File: src/rtl/image_fifo_burst_arbiter_pkg.sv
// Shared state encoding and sizing helpers for the image FIFO burst arbiter.
package image_arb_pkg;

  typedef enum logic [1:0] {
    StIdle,
    StCmd,
    StData
  } arb_state_e;

  // Channel-index width (CH_W); never narrower than one bit.
  function automatic int unsigned ch_w(input int unsigned n_ch);
    return (n_ch > 1) ? $clog2(n_ch) : 1;
  endfunction

  // Beat-counter width (BEAT_W).
  function automatic int unsigned beat_w(input int unsigned burst_len);
    return (burst_len > 1) ? $clog2(burst_len) : 1;
  endfunction

endpackage

File: src/rtl/image_fifo_burst_arbiter_rr_arbiter.sv
// Combinational round-robin arbiter: first requester at or after ptr, wrapping.
module rr_arbiter import image_arb_pkg::*; #(
  parameter int unsigned N = 4
) (
  input  logic [N-1:0]       req,
  input  logic [ch_w(N)-1:0] ptr,
  output logic [N-1:0]       gnt_oh,
  output logic [ch_w(N)-1:0] gnt_idx,
  output logic               gnt_any
);

  localparam int unsigned IdxW = ch_w(N);

  logic [IdxW-1:0] idx;

  always_comb begin
    gnt_oh  = '0;
    gnt_idx = '0;
    gnt_any = 1'b0;
    idx     = ptr;
    for (int unsigned i = 0; i < N; i++) begin
      if (!gnt_any && req[idx]) begin
        gnt_any = 1'b1;
        gnt_idx = idx;
      end
      idx = (idx == IdxW'(N - 1)) ? '0 : idx + IdxW'(1);
    end
    if (gnt_any) begin
      gnt_oh[gnt_idx] = 1'b1;
    end
  end

endmodule

File: src/rtl/image_fifo_burst_arbiter.sv
// Shares one DDR write-burst port between N_CH prefetch FIFOs: round-robin grant,
// one command per burst, then exactly BURST_LEN beats drained from the granted FIFO.
module image_fifo_burst_arbiter import image_arb_pkg::*; #(
  parameter int unsigned N_CH        = 4,
  parameter int unsigned DW          = 32,
  parameter int unsigned BURST_LEN   = 16,
  parameter int unsigned ADDR_W      = 24,
  parameter int unsigned FRAME_BEATS = 1920 * 1080 / 2
) (
  input  logic                  clk,
  input  logic                  rst_n,
  input  logic [N_CH-1:0]       src_burst_rdy,
  input  logic [N_CH-1:0]       src_vld,
  input  logic [N_CH*DW-1:0]    src_data,
  output logic [N_CH-1:0]       src_en,
  input  logic [N_CH-1:0]       addr_clr,
  output logic                  cmd_valid,
  input  logic                  cmd_ready,
  output logic [ch_w(N_CH)-1:0] cmd_ch,
  output logic [ADDR_W-1:0]     cmd_addr,
  output logic                  wr_vld,
  input  logic                  wr_rdy,
  output logic [DW-1:0]         wr_data,
  output logic                  wr_last
);

  localparam int unsigned CH_W   = ch_w(N_CH);
  localparam int unsigned BEAT_W = beat_w(BURST_LEN);
  localparam logic [BEAT_W-1:0] LastBeat  = BEAT_W'(BURST_LEN - 1);
  localparam logic [ADDR_W:0]   BurstStep = (ADDR_W + 1)'(BURST_LEN);
  localparam logic [ADDR_W:0]   FrameEnd  = (ADDR_W + 1)'(FRAME_BEATS);

  arb_state_e        state_q;
  logic [CH_W-1:0]   gnt_q, ptr_q, rr_idx;
  logic [N_CH-1:0]   gnt_oh_q, rr_oh;
  logic              rr_any;
  logic [BEAT_W-1:0] beat_cnt_q;
  logic [ADDR_W-1:0] addr_q [N_CH];
  logic [N_CH-1:0]   clr_pend_q;
  logic [DW-1:0]     src_word [N_CH];
  logic              in_data, beat_fire, burst_end;
  logic [ADDR_W:0]   addr_inc;

  for (genvar c = 0; c < N_CH; c++) begin : g_unpack
    assign src_word[c] = src_data[c*DW +: DW];
  end

  rr_arbiter #(
    .N (N_CH)
  ) u_rr_arbiter (
    .req     (src_burst_rdy),
    .ptr     (ptr_q),
    .gnt_oh  (rr_oh),
    .gnt_idx (rr_idx),
    .gnt_any (rr_any)
  );

  // Data path is a straight pass-through of the granted FIFO so stalls lose nothing.
  assign in_data   = (state_q == StData);
  assign wr_vld    = in_data & src_vld[gnt_q];
  assign wr_data   = in_data ? src_word[gnt_q] : '0;
  assign src_en    = (in_data && wr_rdy) ? gnt_oh_q : '0;
  assign beat_fire = wr_vld & wr_rdy;
  assign wr_last   = wr_vld && (beat_cnt_q == LastBeat);
  assign burst_end = beat_fire && (beat_cnt_q == LastBeat);
  assign addr_inc  = {1'b0, addr_q[gnt_q]} + BurstStep;

  always_ff @(posedge clk or negedge rst_n) begin
    if (!rst_n) begin
      state_q    <= StIdle;
      gnt_q      <= '0;
      gnt_oh_q   <= '0;
      ptr_q      <= '0;
      beat_cnt_q <= '0;
      cmd_valid  <= 1'b0;
      cmd_ch     <= '0;
      cmd_addr   <= '0;
    end else begin
      unique case (state_q)
        StIdle: begin
          if (rr_any) begin
            gnt_q      <= rr_idx;
            gnt_oh_q   <= rr_oh;
            beat_cnt_q <= '0;
            cmd_valid  <= 1'b1;
            cmd_ch     <= rr_idx;
            // A clear landing on the grant cycle zeroes the address this burst uses.
            cmd_addr   <= addr_clr[rr_idx] ? '0 : addr_q[rr_idx];
            state_q    <= StCmd;
          end
        end
        StCmd: begin
          if (cmd_ready) begin
            cmd_valid <= 1'b0;
            state_q   <= StData;
          end
        end
        StData: begin
          if (beat_fire) begin
            beat_cnt_q <= beat_cnt_q + BEAT_W'(1);
            if (burst_end) begin
              ptr_q   <= (gnt_q == CH_W'(N_CH - 1)) ? '0 : gnt_q + CH_W'(1);
              state_q <= StIdle;
            end
          end
        end
        default: state_q <= StIdle;
      endcase
    end
  end

  // Clears on the active channel are deferred to burst end and win over the increment.
  always_ff @(posedge clk or negedge rst_n) begin
    if (!rst_n) begin
      for (int unsigned c = 0; c < N_CH; c++) begin
        addr_q[c] <= '0;
      end
      clr_pend_q <= '0;
    end else begin
      for (int unsigned c = 0; c < N_CH; c++) begin
        if (state_q != StIdle && gnt_q == CH_W'(c)) begin
          if (burst_end) begin
            addr_q[c]     <= (clr_pend_q[c] || addr_clr[c] || addr_inc >= FrameEnd) ?
                             '0 : addr_inc[ADDR_W-1:0];
            clr_pend_q[c] <= 1'b0;
          end else if (addr_clr[c]) begin
            clr_pend_q[c] <= 1'b1;
          end
        end else if (addr_clr[c]) begin
          addr_q[c] <= '0;
        end
      end
    end
  end

endmodule
File: config.mk
export PLATFORM = sky130hd
export DESIGN_NAME = image_fifo_burst_arbiter
export DESIGN_NICKNAME = d
export VERILOG_FILES = /design/src/rtl/image_fifo_burst_arbiter_pkg.sv /design/src/rtl/image_fifo_burst_arbiter_rr_arbiter.sv /design/src/rtl/image_fifo_burst_arbiter.sv
export SDC_FILE = /design/constraint.sdc
export NUM_CORES = 1
export LEC_CHECK = 0
export CELL_PAD_IN_SITES_DETAIL_PLACEMENT = 1
export CELL_PAD_IN_SITES_GLOBAL_PLACEMENT = 1
export CORE_MARGIN = 1
export CORE_UTILIZATION = 39
export DETAILED_ROUTE_END_ITERATION = 6
export PLACE_DENSITY_LB_ADDON = 0.1
export SYNTH_ARGS = -nofsm -noshare
export SYNTH_HDL_FRONTEND = slang
export SYNTH_SLANG_ARGS = --single-unit
File: constraint.sdc
create_clock -name clk -period 4.4 [get_ports clk]
set_input_delay 0.88 -clock clk [delete_from_list [all_inputs] [get_ports clk]]
set_output_delay 0.88 -clock clk [all_outputs]
set_load 0.05 [all_outputs]
==> metrics <==
endpoints failing setup 0; RSZ-0062 raised after global routing false; Routed Antenna Nets 0; worst vdd ir 0.000240 V; Startpoint Class register; Worst Path Max Fanout 23; Seq/Total Area, Yosys 39.5%; RR Endpoint addr_q[53]$_DFFE_PN0P_; DRT Wirelength 32.5 mm; Area growth, synth to finish 33.6%; area of the mapped netlist 8810 µm²; critical path class register to output port; CTS clk-pin slew, worst paths 0.07 ns; Cell Rows 54; H-tree Lvls 4; drt initial violations 564; total grt overflow 0; placed insts 1,274; post-CTS setup buffer count 0; Synth Instances 833; clock tree from TritonCTS done; hpwl dp 22.2 mm; DR vias 8,074; initial core utilization 40.1%; first drt pass iteration count 7; worst path required time 3.52 ns; PortBufs 208; height of the die 152 µm; Final Hold Vio Count 0; worst reg2reg startpoint gnt_q[0]$_DFFE_PN0P_; Routed WL per cell 24.9 µm; clock net sink count 139; most common cell after layout, fill and taps aside clkdlybuf4s50_1; Die ar. 23,200 µm²; critical hold path startpoint cmd_addr[11]$_DFFE_PN0P_; synth unique cells 59; CP Capture Type output port; top_reg_cell synth dfrtp_1; post-CTS resize count 0; Post-route DRC 38; most frequent cells in the layout clkdlybuf4s50_1 (207), dfrtp_1 (137), nand2_1 (100), nand3_1 (62), mux4_2 (54); Worst-Margin Slew 1.09 ns; initial antenna violation count 1; Total Nets Final 1,164; P_leak 4.63 nW; Post-synth EDFFs 0; status finished, violations left; vias in the first global route 8,524; Setup Skew 0.00973 ns; fmax 249 MHz; vias per cell 6.18; minimum clock period 4.02 ns; violated checks DRC; final non-filler cell total 1,307; share of layout cells above drive strength 1 15.0%; pwr dens 412 nW/µm²; Core Box Area 22,000 µm²; final core utilization 53.6%; first-pass GRT wire length 51.6 mm; WHS Path Cells 2; Num CTS Buffers 17; WP data arrival 3.14 ns; async set-reset flop share out of synthesis 100%; syn nets 984; setup tns final 0 ns; synth warn 0; Die Wd 152 µm; Post-CTS Hold Buffers 0; Root Driver clkbuf_16; Slew headroom 27.2%; MaxCap Viol Count 0; gp weighted congestion 0.791; Reg2Reg Depth 8; io pins 209; reg2reg setup slack 0.54 ns; Final Power 0.00485 W; Clock Path Buffers 2; Worst Hold Path EP cmd_addr[11]$_DFFE_PN0P_; Hold/Removal Path Class register to register; syn_area_per_cell 10.6 µm²; GRT Util Overall 28.8%; pin count of the biggest net entering global routing 107; worst hold margin 0.476 ns; final critical-path share of the clock period 91.3%; max-slew violations 0; Clock Latency Late Sink 0.43 ns; synthesis-stage register bit count 139
-- sequential cells by signal, indices dropped and copies added (netlist names) --
signal and count:
cmd_addr 24, state_q 2, gnt_q 2, cmd_valid 1, gnt_oh_q 4, ptr_q 2
addr_q 96, beat_cnt_q 4, clr_pend_q 4
-- kinds of logic after synthesis --
| family | share of synthesized area (%) |
|---|---|
| flip-flops | 39.5 |
| AND/OR/NAND/NOR | 22.0 |
| XOR/XNOR | 1.58 |
| adder cells (fa/ha/maj) | 0.994 |
| buffers and inverters | 5.14 |
| multiplexers | 17.8 |
| AO/OA/AOI/OAI | 13.1 |
-- per-layer routing --
metal	routed length (µm)	part of all wire (%)	up-vias	global-route usage, %
met5	0	0	-	0
met4	562	1.7	0	7.87
met3	1640	5.0	44	5.20
met2	15700	48	246	47.5
met1	14600	45	4206	39.1
li1	-	-	3578	-
-- power breakdown --
group	internal, W	switching [W]
sequential	0.00133	0.0000953
combinational	0.000763	0.00115
clock	0.000909	0.000594
-- Yosys cell counts (2+ instances only) --
master	n	area, µm²
nor4b_1	43	377
nand2b_1	2	12.5
xnor2_1	8	70.1
a2111oi_2	4	60.1
mux4_2	54	1220
nor4_1	11	68.8
nor3b_1	3	22.5
a31oi_1	5	31.3
o21ai_1	5	25.0
buf_6	8	90.1
o22ai_1	2	12.5
o31a_1	2	17.5
and2_1	50	313
o21ai_0	8	40.0
nand2_1	100	375
buf_2	7	35.0
and3_1	5	31.3
a221o_1	3	30.0
dfrtp_1	139	3480
nor3_1	3	15.0
a22o_1	30	263
nand3_1	62	310
nor2_1	21	78.8
or2_2	5	31.3
a211oi_1	3	22.5
o41ai_1	45	394
mux2_2	6	67.6
buf_1	7	26.3
ha_1	7	87.6
inv_1	17	63.8
o41ai_2	4	65.1
nand4_1	28	175
o211a_1	2	20.0
clkbuf_1	56	210
or3_1	9	56.3
mux2i_1	28	280
xor2_1	6	52.6
a21oi_1	14	70.1
-- critical path: stages (launching register included) --
cell	delay, ns
dfrtp_4	0.65
buf_4	0.49
mux4_2	0.64
and2_1	0.20
clkdlybuf4s50_1	0.70
-- how the worst max path moves through the flow --
stage	cells past startpoint	start	end
5_1_grt	4	gnt_q[0]$_DFFE_PN0P_	wr_data[0]
3_3_place_gp	9	src_burst_rdy[1]	cmd_addr[13]$_DFFE_PN0P_
6_report	4	gnt_q[0]$_DFFE_PN0P_	wr_data[0]
2_1_floorplan	7	gnt_q[0]$_DFFE_PN0P_	wr_data[24]
4_1_cts	4	gnt_q[0]$_DFFE_PN0P_	wr_data[0]
3_5_place_dp	9	src_burst_rdy[1]	cmd_addr[9]$_DFFE_PN0P_
-- metrics by stage --
stage                     setup WS (ns)  area [µm²]
after floorplan                   0.478        8810
after global placement            0.636       11200
after detailed placement          0.602       11200
after CTS                         0.322       11800
after global routing              0.231       11800
final                             0.381       11800
-- area by class of cell --
class | instances | area, µm²
antenna | 1 | 2.50
inverter | 17 | 63.8
timing repair buffer | 241 | 2330
multi-input combinational | 597 | 4930
tap | 280 | 350
clock buffer | 19 | 443
clock inverter | 13 | 168
sequential | 139 | 3480
fill | 2394 | 10200
No activity file was read; power rests on OpenSTA's default activity.
